<file path="src/rtl/prod_disp_pkg.sv">
// Shared types and constants for the product BCD display: FSM states,
// display digit codes and active-low 7-segment cathode patterns.
package prod_disp_pkg;

  typedef enum logic [1:0] {
    IDLE,
    ABS,
    CONV,
    DONE
  } state_t;

  typedef enum logic [3:0] {
    DIG_0,
    DIG_1,
    DIG_2,
    DIG_3,
    DIG_4,
    DIG_5,
    DIG_6,
    DIG_7,
    DIG_8,
    DIG_9,
    DIG_DASH,
    DIG_E,
    DIG_BLANK
  } digit_code_t;

  localparam int MAG_W       = 16;
  localparam int BCD_DIGITS  = 5;
  localparam int DISP_DIGITS = 4;

  // Cathode patterns: bit 7 is the decimal point (kept off), [6:0] = g..a.
  localparam logic [7:0] SEG_0     = 8'hC0;
  localparam logic [7:0] SEG_1     = 8'hF9;
  localparam logic [7:0] SEG_2     = 8'hA4;
  localparam logic [7:0] SEG_3     = 8'hB0;
  localparam logic [7:0] SEG_4     = 8'h99;
  localparam logic [7:0] SEG_5     = 8'h92;
  localparam logic [7:0] SEG_6     = 8'h82;
  localparam logic [7:0] SEG_7     = 8'hF8;
  localparam logic [7:0] SEG_8     = 8'h80;
  localparam logic [7:0] SEG_9     = 8'h90;
  localparam logic [7:0] SEG_DASH  = 8'hBF;
  localparam logic [7:0] SEG_E     = 8'h86;
  localparam logic [7:0] SEG_BLANK = 8'hFF;

  // Double-dabble correction applied to each BCD nibble before a shift.
  function automatic logic [3:0] dd_adjust(input logic [3:0] n);
    return (n >= 4'd5) ? (n + 4'd3) : n;
  endfunction

endpackage

</file>
<file path="src/rtl/bcd_seg7_decode.sv">
// Combinational digit-code to active-low 7-segment cathode decoder.
module bcd_seg7_decode
  import prod_disp_pkg::*;
(
  input  digit_code_t code,
  output logic [7:0]  cathode
);

  always_comb begin
    cathode = SEG_BLANK;
    case (code)
      DIG_0:    cathode = SEG_0;
      DIG_1:    cathode = SEG_1;
      DIG_2:    cathode = SEG_2;
      DIG_3:    cathode = SEG_3;
      DIG_4:    cathode = SEG_4;
      DIG_5:    cathode = SEG_5;
      DIG_6:    cathode = SEG_6;
      DIG_7:    cathode = SEG_7;
      DIG_8:    cathode = SEG_8;
      DIG_9:    cathode = SEG_9;
      DIG_DASH: cathode = SEG_DASH;
      DIG_E:    cathode = SEG_E;
      default:  cathode = SEG_BLANK;
    endcase
  end

endmodule

</file>
<file path="src/rtl/prod_bcd_display.sv">
// Signed product -> BCD (sequential double-dabble) -> 4-digit multiplexed display.
// Optional macro BLANK_LEADING_ZEROS_EN blanks leading zero digits.
module prod_bcd_display
  import prod_disp_pkg::*;
#(
  parameter int REFRESH_W = 18
) (
  input  logic                 clk,
  input  logic                 rst,
  input  logic                 in_valid,
  output logic                 in_ready,
  input  logic [MAG_W-1:0]     product,
  output logic [15:0]          bcd,
  output logic                 neg,
  output logic                 ovf,
  output logic                 bcd_valid,
  output logic [3:0]           anode,
  output logic [7:0]           cathode
);

  localparam int SHIFT_W = 4 * BCD_DIGITS;

  state_t                 state_reg, state_next;
  logic [MAG_W-1:0]       prod_reg;
  logic [MAG_W-1:0]       mag_reg;
  logic [SHIFT_W-1:0]     shift_reg;
  logic [3:0]             bit_cnt_reg;
  logic                   neg_work_reg;
  logic [15:0]            bcd_reg;
  logic                   neg_reg;
  logic                   ovf_reg;
  digit_code_t            disp_reg  [DISP_DIGITS];
  digit_code_t            disp_next [DISP_DIGITS];
  logic [REFRESH_W-1:0]   refresh_cnt_reg;

  logic [SHIFT_W-1:0]     adj;
  logic [SHIFT_W-1:0]     shift_next;
  logic                   dd_carry;
  logic                   ovf_next;
  logic [15:0]            res;
  logic [1:0]             digit_sel;

  genvar gi;

  // ---------------- FSM ----------------
  always_ff @(posedge clk or negedge rst) begin
    if (!rst) state_reg <= IDLE;
    else      state_reg <= state_next;
  end

  always_comb begin
    state_next = state_reg;
    in_ready   = 1'b0;
    bcd_valid  = 1'b0;
    case (state_reg)
      IDLE: begin
        in_ready = 1'b1;
        if (in_valid) state_next = ABS;
      end
      ABS:  state_next = CONV;
      CONV: if (bit_cnt_reg == 4'd15) state_next = DONE;
      DONE: begin
        bcd_valid  = 1'b1;
        state_next = IDLE;
      end
      default: state_next = IDLE;
    endcase
  end

  // ---------------- double-dabble step ----------------
  generate
    for (gi = 0; gi < BCD_DIGITS; gi++) begin : g_adj
      assign adj[gi*4 +: 4] = dd_adjust(shift_reg[gi*4 +: 4]);
    end
  endgenerate

  assign shift_next = {adj[SHIFT_W-2:0], mag_reg[MAG_W-1]};
  // A carry out of the top digit could only mean an undisplayable value.
  assign dd_carry   = adj[SHIFT_W-1];
  assign res        = shift_next[15:0];
  assign ovf_next   = dd_carry | (neg_work_reg ? (shift_next[19:12] != 8'd0)
                                               : (shift_next[19:16] != 4'd0));

  // ---------------- display composition ----------------
`ifdef BLANK_LEADING_ZEROS_EN
  logic [4:1] lead_zero;
  logic [3:0] blank;

  assign lead_zero[4] = 1'b1;
  assign blank[0]     = 1'b0;
  assign disp_next[0] = ovf_next ? DIG_E : digit_code_t'(res[3:0]);

  generate
    for (gi = 1; gi < DISP_DIGITS; gi++) begin : g_disp
      assign lead_zero[gi] = (res[gi*4 +: 4] == 4'd0) && lead_zero[gi+1];
      assign blank[gi]     = lead_zero[gi];
      // The sign lands on the first blanked position left of the leading digit.
      assign disp_next[gi] = ovf_next                                 ? DIG_E    :
                             (neg_work_reg && blank[gi] && !blank[gi-1]) ? DIG_DASH :
                             blank[gi]                                ? DIG_BLANK :
                                                                        digit_code_t'(res[gi*4 +: 4]);
    end
  endgenerate
`else
  generate
    for (gi = 0; gi < DISP_DIGITS; gi++) begin : g_disp
      if (gi == DISP_DIGITS - 1) begin : g_top
        assign disp_next[gi] = ovf_next     ? DIG_E    :
                               neg_work_reg ? DIG_DASH :
                                              digit_code_t'(res[gi*4 +: 4]);
      end else begin : g_low
        assign disp_next[gi] = ovf_next ? DIG_E : digit_code_t'(res[gi*4 +: 4]);
      end
    end
  endgenerate
`endif

  // ---------------- datapath ----------------
  always_ff @(posedge clk or negedge rst) begin
    if (!rst) begin
      prod_reg     <= '0;
      mag_reg      <= '0;
      shift_reg    <= '0;
      bit_cnt_reg  <= '0;
      neg_work_reg <= 1'b0;
      bcd_reg      <= '0;
      neg_reg      <= 1'b0;
      ovf_reg      <= 1'b0;
`ifdef BLANK_LEADING_ZEROS_EN
      disp_reg     <= '{DIG_0, DIG_BLANK, DIG_BLANK, DIG_BLANK};
`else
      disp_reg     <= '{DIG_0, DIG_0, DIG_0, DIG_0};
`endif
    end else begin
      case (state_reg)
        IDLE: if (in_valid) prod_reg <= product;
        ABS: begin
          neg_work_reg <= prod_reg[MAG_W-1];
          mag_reg      <= prod_reg[MAG_W-1] ? (16'd0 - prod_reg) : prod_reg;
          shift_reg    <= '0;
          bit_cnt_reg  <= '0;
        end
        CONV: begin
          shift_reg   <= shift_next;
          mag_reg     <= {mag_reg[MAG_W-2:0], 1'b0};
          bit_cnt_reg <= bit_cnt_reg + 4'd1;
          if (bit_cnt_reg == 4'd15) begin
            bcd_reg  <= res;
            neg_reg  <= neg_work_reg;
            ovf_reg  <= ovf_next;
            disp_reg <= disp_next;
          end
        end
        default: ;
      endcase
    end
  end

  // ---------------- refresh scan ----------------
  always_ff @(posedge clk or negedge rst) begin
    if (!rst) refresh_cnt_reg <= '0;
    else      refresh_cnt_reg <= refresh_cnt_reg + {{(REFRESH_W-1){1'b0}}, 1'b1};
  end

  assign digit_sel = refresh_cnt_reg[REFRESH_W-1 -: 2];
  assign anode     = ~(4'b0001 << digit_sel);

  bcd_seg7_decode u_decode (
    .code    (disp_reg[digit_sel]),
    .cathode (cathode)
  );

  assign bcd = bcd_reg;
  assign neg = neg_reg;
  assign ovf = ovf_reg;

endmodule

</file>
<file path="config.mk">
export PLATFORM = sky130hd
export DESIGN_NAME = prod_bcd_display
export DESIGN_NICKNAME = d
export VERILOG_FILES = /design/src/rtl/prod_disp_pkg.sv /design/src/rtl/bcd_seg7_decode.sv /design/src/rtl/prod_bcd_display.sv
export SDC_FILE = /design/constraint.sdc
export NUM_CORES = 1
export LEC_CHECK = 0
export BUFFER_PORTS_ARGS = -buffer_cell sky130_fd_sc_hd__buf_2
export CORE_MARGIN = 5
export CORE_UTILIZATION = 54
export DETAILED_ROUTE_END_ITERATION = 6
export GPL_ROUTABILITY_DRIVEN = 0
export GPL_TIMING_DRIVEN = 1
export MAX_ROUTING_LAYER = met4
export PLACE_DENSITY = 0.78
export SYNTH_ARGS = -nofsm -noshare
export SYNTH_HDL_FRONTEND = slang
export SYNTH_HIERARCHICAL = 1
export SYNTH_SLANG_ARGS = --single-unit
</file>
<file path="constraint.sdc">
create_clock -name clk -period 2.25 [get_ports clk]
set_input_delay 0.225 -clock clk [delete_from_list [all_inputs] [get_ports clk]]
set_output_delay 0.225 -clock clk [all_outputs]
set_load 0.02 [all_outputs]
</file>
==> results by group <==
Global routing
  – First-pass GRT wire length: 19.26 mm
  – Number of global-route vias before repair: 4,140
  – Congestion Overflow GR: 0
  – Initial antenna violation count: 0
  – Total GRT Usage: 0.1877
  – Largest net degree at the start of global routing: 51

Routing
  – Via count: 4,113
  – WL final: 11.10 mm
  – Vias per std cell: 5.551
  – Antenna Nets Post-Route: 0
  – Drt first pass iters: 4
  – DR iter-0 viols: 263
  – Remaining DRCs: 0
  – Wire per inst: 14.98 µm

Setup path
  – Crit-path slowest cell: mux4_2
  – CP peak stage delay: 630 ps
  – Crit start category: register
  – CP required: 2030 ps
  – Worst path arrival time: 2190 ps
  – Top delay family on crit path: multiplexers
  – Buffers & Inverters on Critical Path: 2
  – CP endpoint kind: output pin
  – Critical path class: register to output pin
  – CP Max Fanout: 5
  – Worst-path cell chain: mux4_2 > inv_4 > ha_1 > mux2i_2 > a22oi_1 > buf_4

Yosys
  – Yosys reg bits: 111
  – Yosys cell types: 55
  – Post-Syn Instances: 543
  – Mapped cell area: 5639 µm²
  – Yosys warnings: 6
  – Post-synthesis sequential area ratio: 0.4926
  – Post-synthesis average cell area: 10.39 µm²
  – Syn nets: 585

Placement
  – # port buffers: 49
  – Hpwl dp: 8.010 mm

Timing
  – Tcrit/Tclk final: 1.073
  – Final Hold Vio Count: 0
  – Pins Over Slew Limit: 0
  – Hold Slack: 91.49 ps
  – Max Fclk: 414.3 MHz
  – Max transition margin: 0.5656
  – Clk_skew: 21.31 ps
  – RSZ-0062 raised after global routing: true
  – Worst-Margin Slew: 651.6 ps
  – Worst Slack Setup Final: -163.7 ps
  – Setup violations, final: 7
  – Clock period minus worst slack: 2414 ps

Cells and area
  – Commonest non-fill, non-tap cell in the layout: dfrtp_1
  – Fill cell count: 804
  – Most frequent cells in the layout: dfrtp_1, nand2_1, o21ai_0
  – Layout area overhead: 13.58%
  – Max reg flops: 20
  – Layout cells sized above 1: 0.2496
  – Nets: 643
  – Antenna cells: 0

Run status
  – Failing checks: negative setup slack
  – Run status: complete, but fails checks

Floorplan
  – Die Y: 112.2 µm
  – # rows: 37
  – Die width: 112.2 µm
  – Io pins: 51
  – Die area: 12,590 µm²
  – Initial core utilization: 0.5487
  – Core Region: 10,280 µm²

Power and ir drop
  – Lkg Pwr: 2.854 nW
  – Max VDD drop: 0.8087 mV
  – Power Density: 918.9 nW/µm²
  – Total power draw: 5.886 mW

Clocking
  – CTS tree: yes
  – Clk buf depth: 2
  – Clock sink count: 111
  – Worst-Skew Late Latency: 370 ps
  – Inserted Clock Buffers: 9
  – Clk root buf: clkbuf_8
  – H-tree depth: 3
  – Clock Pin Slew Worst Setup and Hold Paths: 110 ps

Min path
  – Worst hold path class: input pin to register

Flow run
  – Max Cap Viol: 0
[final timing paths]
path	cells past startpoint	from	to	slack (ps)
max	6	refresh_cnt_reg[16]	cathode[3]	-160
min	2	product[12]	prod_reg[12]	90
max reg2reg	7	shift_reg[12]	disp_reg[6]	140
min reg2reg	1	refresh_cnt_reg[11]	refresh_cnt_reg[11]	470
max in group asynchronous	3	rst	mag_reg[10]	1140
min in group asynchronous	2	rst	bcd[8]	420
[power by group]
group / switching (mW) / internal (mW)
combinational: 1.11 / 0.850
clock: 0.674 / 0.517
sequential: 0.373 / 2.36
[Yosys cell counts, drive strengths merged]
library cell / number / share of area
mux4: 4 / 0.016
a31oi: 13 / 0.025
xor2: 15 / 0.023
o21a: 2 / 0.0027
nor2b: 9 / 0.011
o22a: 1 / 0.0016
inv: 38 / 0.025
a2111o: 1 / 0.0020
or2: 1 / 0.0011
nor3b: 1 / 0.0022
ha: 23 / 0.051
a22o: 3 / 0.0053
nor2: 32 / 0.021
o41ai: 2 / 0.0044
nand4: 5 / 0.0055
mux2: 27 / 0.055
nand3: 14 / 0.012
mux2i: 5 / 0.0089
xnor2: 19 / 0.030
and3: 3 / 0.0033
buf: 8 / 0.012
a2111oi: 1 / 0.0027
or4: 1 / 0.0013
and4: 1 / 0.0016
nor4: 3 / 0.0055
a22oi: 3 / 0.0040
or3: 1 / 0.0011
a31o: 2 / 0.0047
conb: 1 / 0.00066
o21ai: 53 / 0.048
clkbuf: 17 / 0.011
a21boi: 2 / 0.0027
a21oi: 19 / 0.018
dfrtp: 111 / 0.49
and4b: 1 / 0.0018
nand2b: 7 / 0.0078
and2b: 1 / 0.0013
o22ai: 20 / 0.022
nor3: 8 / 0.0071
nand2: 58 / 0.039
o31ai: 7 / 0.0093
[logic make-up (layout without fill, tap and decap cells)]
logic type               count (synthesis)  after routing  share of synthesized area
other                                    1              1                  0.0006650
AND/OR/NAND/NOR                        146            146                     0.1234
XOR/XNOR                                34             34                    0.05281
buffers and inverters                   63            125                    0.04859
adder cells (fa/ha/maj)                 23             23                    0.05103
AO/OA/AOI/OAI                          129            129                     0.1515
multiplexers                            36             36                    0.07943
flip-flops                             111            111                     0.4926
[what timing repair did]
item                                    in CTS  in global routing
endpoints found under the setup margin       7                  7
endpoints found under the hold margin       48                  0
gates resized for setup                     15                  8
hold buffers                                 1                  0
cloned                                       0                  0
pin swaps                                    2                  1
setup buffers                                9                  0
[per-layer routing]
layer  part of all wire  wire [µm]  vias up  global-route usage
li1                   -          -     2000                   -
met1               0.42       4712     1992              0.2366
met2               0.51       5694      105              0.3159
met3              0.045        497       16             0.02857
met4              0.017        193        0             0.05449
met5                  0          0        -                   -
[layout make-up]
type                    instances  area [µm²]  share of cell area
clock buffers                   9       123.9             0.01934
clock inverters                 6       71.32             0.01113
inverters                      38       147.6             0.02305
multi-input cells             369        2641              0.4124
flip-flops and latches        111        2779              0.4339
well taps                     136       170.2             0.02657
repair buffers                 72       471.7             0.07365
[through the flow]
step	TNS, ps	setup WS, ps	area [µm²]	util	std cells
after floorplan	0	48.23	5645	-	543
after global placement	0	118.4	6053	0.5890	716
after detailed placement	0	23.93	6053	0.5890	716
after CTS	-631.4	-114.7	6375	0.6203	741
after global routing	-1458	-242.6	6405	0.6232	741
final	-764.3	-163.7	6405	0.6232	741
Power figures use the tool's default switching activity.
